===== config.mk =====
export PLATFORM = sky130hd
export DESIGN_NAME = sqrt_mantissa_core
export DESIGN_NICKNAME = d
export VERILOG_FILES = /design/src/rtl/sqrt_mantissa_core.sv
export SDC_FILE = /design/constraint.sdc
export NUM_CORES = 1
export LEC_CHECK = 0
export ABC_CLOCK_PERIOD_IN_PS = 6600
export CAP_MARGIN = 40
export CELL_PAD_IN_SITES_DETAIL_PLACEMENT = 1
export CELL_PAD_IN_SITES_GLOBAL_PLACEMENT = 2
export CORE_ASPECT_RATIO = 1.2
export CORE_MARGIN = 1
export CORE_UTILIZATION = 38
export DETAILED_ROUTE_END_ITERATION = 6
export PLACE_DENSITY_LB_ADDON = 0.05
export REMOVE_ABC_BUFFERS = 1
export SETUP_SLACK_MARGIN = 0.4
export SKIP_CTS_REPAIR_TIMING = 1
export SYNTH_ARGS = -nofsm -noshare
export SYNTH_HDL_FRONTEND = slang
export SYNTH_SLANG_ARGS = --single-unit
export TNS_END_PERCENT = 10

===== constraint.sdc =====
create_clock -name clk -period 6.6 [get_ports clk]
set_input_delay 1.32 -clock clk [delete_from_list [all_inputs] [get_ports clk]]
set_output_delay 1.32 -clock clk [all_outputs]
set_load 0.005 [all_outputs]

===== src/rtl/sqrt_mantissa_core.sv =====
// Iterative non-restoring square-root engine: one root bit per clock, start/done handshake.
// Optional abort input and logic are built only when SQRT_ABORT_EN is defined.
module sqrt_mantissa_core #(
    parameter int SIZE        = 106,
    parameter int ROOT_SIZE   = 53,
    parameter int FLOAT_ITER  = 24,
    parameter int DOUBLE_ITER = 53
) (
    input  logic                 clk,
    input  logic                 rstN,
    input  logic                 start,
    input  logic                 isFloat,
    input  logic [SIZE-1:0]      radicand,
`ifdef SQRT_ABORT_EN
    input  logic                 abort,
`endif
    output logic                 busy,
    output logic                 done,
    output logic [ROOT_SIZE-1:0] root,
    output logic                 sticky
);

    localparam int RW = ROOT_SIZE + 2;
    localparam int KW = $clog2(ROOT_SIZE);
    localparam logic [KW-1:0] K_FLOAT  = KW'(FLOAT_ITER - 1);
    localparam logic [KW-1:0] K_DOUBLE = KW'(DOUBLE_ITER - 1);

    typedef enum logic [1:0] {S_IDLE, S_RUN, S_FIX, S_DONE} state_t;

    state_t                 r_state;
    logic [SIZE-1:0]        r_rad;
    logic [ROOT_SIZE-1:0]   r_q;
    logic [ROOT_SIZE-1:0]   r_root;
    logic [RW-1:0]          r_r;
    logic [KW-1:0]          r_k;
    logic                   r_busy;
    logic                   r_done;
    logic                   r_sticky;

    logic [1:0]             w_pair;
    logic [RW-1:0]          w_r_shift;
    logic [RW-1:0]          w_q_term;
    logic [RW-1:0]          w_r_next;
    logic [RW-1:0]          w_r_fix;
    logic                   w_accept;

    // Pair k of the radicand; single precision never indexes above bit 47.
    assign w_pair    = r_rad[{r_k, 1'b0} +: 2];
    assign w_r_shift = {r_r[RW-3:0], w_pair};
    assign w_q_term  = r_r[RW-1] ? {r_q, 2'b11} : {r_q, 2'b01};
    assign w_r_next  = r_r[RW-1] ? (w_r_shift + w_q_term) : (w_r_shift - w_q_term);
    assign w_r_fix   = r_r[RW-1] ? (r_r + {1'b0, r_q, 1'b1}) : r_r;

`ifdef SQRT_ABORT_EN
    // An abort sampled together with start in DONE wins.
    assign w_accept = start && !(abort && (r_state == S_DONE));
`else
    assign w_accept = start;
`endif

    always_ff @(posedge clk or negedge rstN) begin
        if (!rstN) begin
            r_state  <= S_IDLE;
            r_rad    <= '0;
            r_q      <= '0;
            r_r      <= '0;
            r_k      <= '0;
            r_root   <= '0;
            r_busy   <= 1'b0;
            r_done   <= 1'b0;
            r_sticky <= 1'b0;
        end else begin
            r_done <= 1'b0;
`ifdef SQRT_ABORT_EN
            if (abort && r_busy) begin
                r_state <= S_IDLE;
                r_busy  <= 1'b0;
            end else
`endif
            begin
                case (r_state)
                    S_IDLE, S_DONE: begin
                        if (w_accept) begin
                            r_rad   <= radicand;
                            r_q     <= '0;
                            r_r     <= '0;
                            r_k     <= isFloat ? K_FLOAT : K_DOUBLE;
                            r_busy  <= 1'b1;
                            r_state <= S_RUN;
                        end
                    end
                    S_RUN: begin
                        r_r <= w_r_next;
                        r_q <= {r_q[ROOT_SIZE-2:0], ~w_r_next[RW-1]};
                        if (r_k == '0) begin
                            r_state <= S_FIX;
                        end else begin
                            r_k <= r_k - 1'b1;
                        end
                    end
                    S_FIX: begin
                        r_r      <= w_r_fix;
                        r_root   <= r_q;
                        r_sticky <= |w_r_fix;
                        r_done   <= 1'b1;
                        r_busy   <= 1'b0;
                        r_state  <= S_DONE;
                    end
                    default: begin
                        r_state <= S_IDLE;
                        r_busy  <= 1'b0;
                    end
                endcase
            end
        end
    end

    assign busy   = r_busy;
    assign done   = r_done;
    assign root   = r_root;
    assign sticky = r_sticky;

endmodule

==> run summary <==
• **average instance area after synthesis** 9.79 um2
• **launching element type of the critical path** flop
• **critical path endpoint category** flop
• **Detailed Route WL** 66800 um
• **Critical path buffers and inverters** 1
• **failing checks** design-rule violations
• **final worst path period share** 0.859
• **buffer cell driving the clock tree root** clkbuf_16
• **Placeable Area** 0.0493 mm2
• **total die area** 0.0510 mm2
• **worst setup path startpoint** r_k[0]
• **HP Start** r_rad[2]
• **clock sink count** 278
• **maximum frequency from static timing analysis** 0.176 GHz
• **initial core utilization** 0.386
• **Worst-Margin Slew** 928 ps
• **fraction of layout instances using a drive strength above 1** 0.142
• **minimum clock period after layout** 5670 ps
• **synthesized cell area** 0.0191 mm2
• **Via Count** 16100
• **number of iterations in the first detailed-routing pass** 7
• **width of the die** 206 um
• **Worst slew margin** 0.381
• **cells traversed along the worst timing path** buf_4 > mux4_2 > mux2_2 > o22ai_1 > a2111oi_0 > nor2_1 > ha_1 > nand2b_1 > a21boi_0 > o21ai_0 > a21oi_1 > o21ai_0 > a2bb2oi_1 > o31a_1 > o21bai_1 > a21oi_1 > xor2_1 > nor2_1 > a221o_1
• **pin count of the biggest net entering global routing** 106
• **top flip-flop cell by instance count after synthesis** dfrtp_1
• **CTS buffer count** 34
• **Critical Path Slowest Stage Cell** dfrtp_1
• **via count normalized by instance count** 5.91
• **Power Total** 10.4 mW
• **count of buffers from port buffering** 165
• **most frequent cell after synthesis** dfrtp_1
• **Synth area leader** dfrtp_1
• **share of synthesized registers carrying an async set or reset** 1.00
• **H-tree level count** 2
• **number of nets in the finished design** 2280
• **Final Slew Violations** 0
• **Worst Path Class, Setup** flop to flop
• **simple-gate share of the synthesized area** 0.115
• **xor/xnor share of the synthesized area** 0.0634
• **main combinational cell family by area after synthesis** compound AO/OA/AOI/OAI gates
• **Critical Path Max Stage Delay** 760 ps
• **Std-Cell Rows** 89
• **fraction of synthesized cell area taken by the top area cell type** 0.365
• **arithmetic-cell share of the synthesized area counting full adders, half adders and majority gates** 0.0739
• **Reg2Reg Launch Point** r_k[0]
• **overall routing resource usage** 0.265
• **average wire per cell in the routed design** 24.6 um
• **antenna violations before repair** 1
• **number of storage elements in the synthesis netlist** 278
• **static leakage** 9.79 nW
• **drt first-iter violations** 838
• **Worst EP arrival** 6110 ps
• **number of enable flip-flop cells after synthesis** 0
• **final weighted congestion in routability-driven placement** 0.868
• **vias in the first global route** 16800
• **clock transition at the registers of the reported paths** 60 ps
• **IO Count** 166
• **count of max-cap constraint violations** 0
• **family with the most delay on the worst path** compound AO/OA/AOI/OAI gates
• **compound-cell area share of the yosys netlist** 0.216
• **top cells by area, synth** dfrtp_1, mux2_2, ha_1
• **Inserted Diodes** 0
• **Die Y-Extent** 247 um
• **detailed-placement wirelength estimate** 50400 um
• **Antenna Violating Nets Remaining** 0
• **setup clock skew after layout** 25.3 ps
• **TritonCTS clock tree** done
• **Worst-Skew Late Latency** 560 ps
• **number of synthesis warnings** 0
• **run status** finished with violations
• **wire length of the first global-routing pass** 103000 um
• **sequential element share of the synthesized area** 0.365
• **synthesized netlist cell count** 1946
• **PD cells** 459 mW/mm2
• **overall overflow remaining after global route** 0
• **critical path peak fanout** 14
• **growth of design area from synthesis to finish** 18.4%
• **DR DRC count** 10
• **top post-synthesis cells by count** dfrtp_1, mux2_2, nand2_1
• **count of distinct cell types in the synthesized netlist** 76
• **final count of negative-setup-slack endpoints** 0
• **setup repair after global routing missed its margin** false
• **number of failing hold endpoints at the final stage** 0
• **Hold WC Path Type** flop to flop
• **Clock Path Buffers** 3
• **Max VDD drop** 0.262 mV
• **required time at the worst-slack endpoint** 7040 ps
• **multiplexer share of the synthesized area** 0.135
• **total negative slack for setup checks** 0 ps
-- state kept, by name, summed over array words and instances (netlist names) --
name,cells
r_k,6
sticky,1
busy,1
root,53
r_r,55
done,1
r_rad,106
r_state,2
r_q,53
-- worst paths after layout --
path | slack (ps) | cells past startpoint | endpoint
max reg2reg | 930 | 19 | r_r[40]
min reg2reg | 500 | 1 | r_rad[2]
max in group asynchronous | 4560 | 2 | root[52]
min in group asynchronous | 750 | 1 | root[26]
max | 930 | 19 | r_r[40]
min | 500 | 1 | r_rad[2]
-- placed cells by master, fill, tap and decap left out, types with 23 or more instances in the layout --
master and n:
dfrtp_1 277, nand2_1 147, nand3_1 27, a22o_1 54
nor3_1 39, o221ai_1 33, inv_1 30, o21ai_0 115
xor2_1 24, nand4_1 35, buf_4 23, nand2b_1 23
a21o_1 65, xnor2_1 114, clkbuf_16 34, ha_1 110
mux2_2 167, clkdlybuf4s50_1 164, nor2_1 101, a21oi_1 144
-- cell families (layout without fill, tap and decap cells) --
family,Yosys count,after routing
flip-flops,278,278
AO/OA/AOI/OAI,601,601
buffers and inverters,151,285
AND/OR/NAND/NOR,458,458
XOR/XNOR,138,138
adder cells (fa/ha/maj),112,112
multiplexers,208,208
-- worst register-to-register path: stages (launching register included) --
cell and delay (ps):
dfrtp_1 760, buf_4 390, mux4_2 550, mux2_2 300, o22ai_1 150, a2111oi_0 100, nor2_1 250, ha_1 220
nand2b_1 100, a21boi_0 90, o21ai_0 240, a21oi_1 150, o21ai_0 440, a2bb2oi_1 450, o31a_1 290, o21bai_1 140
a21oi_1 430, xor2_1 180, nor2_1 50, a221o_1 270
-- report_power, final --
group | internal [mW] | leakage [nW] | switching, mW
Clock | 1.22 | 0.564 | 0.795
Combinational | 2.46 | 5.65 | 3.23
Sequential | 2.20 | 3.58 | 0.449
Total | 5.89 | 9.79 | 4.47
-- stage by stage --
step | hold WS [ps] | worst slack [ps] | cell area [um2] | utilization | std cells
6_report | 503 | 930 | 22600 | 0.457 | 2717
3_5_place_dp | 492 | 847 | 21400 | 0.434 | 2659
5_1_grt | 518 | 409 | 22600 | 0.457 | 2717
4_1_cts | 506 | 854 | 22600 | 0.457 | 2717
2_1_floorplan | 471 | 117 | 18600 | - | 1829
3_3_place_gp | 483 | 1030 | 21300 | 0.432 | 2655
-- routing by layer --
layer,share of wire,up-vias,GRT usage,wire (um)
met5,0.00019,-,0,13
met1,0.43,8112,0.331,28700
met2,0.50,321,0.460,33500
met3,0.032,102,0.0355,2160
met4,0.037,2,0.0993,2460
li1,-,7516,-,-
-- area by class of cell --
type / instances / area [um2]
clock buffers: 46 / 926
clock inverters: 12 / 233
fillers: 5506 / 26800
inverters: 34 / 128
multi-input cells: 1517 / 11600
flip-flops and latches: 278 / 6960
well taps: 637 / 797
repair buffers: 193 / 1950
Power figures use the tool's default switching activity.
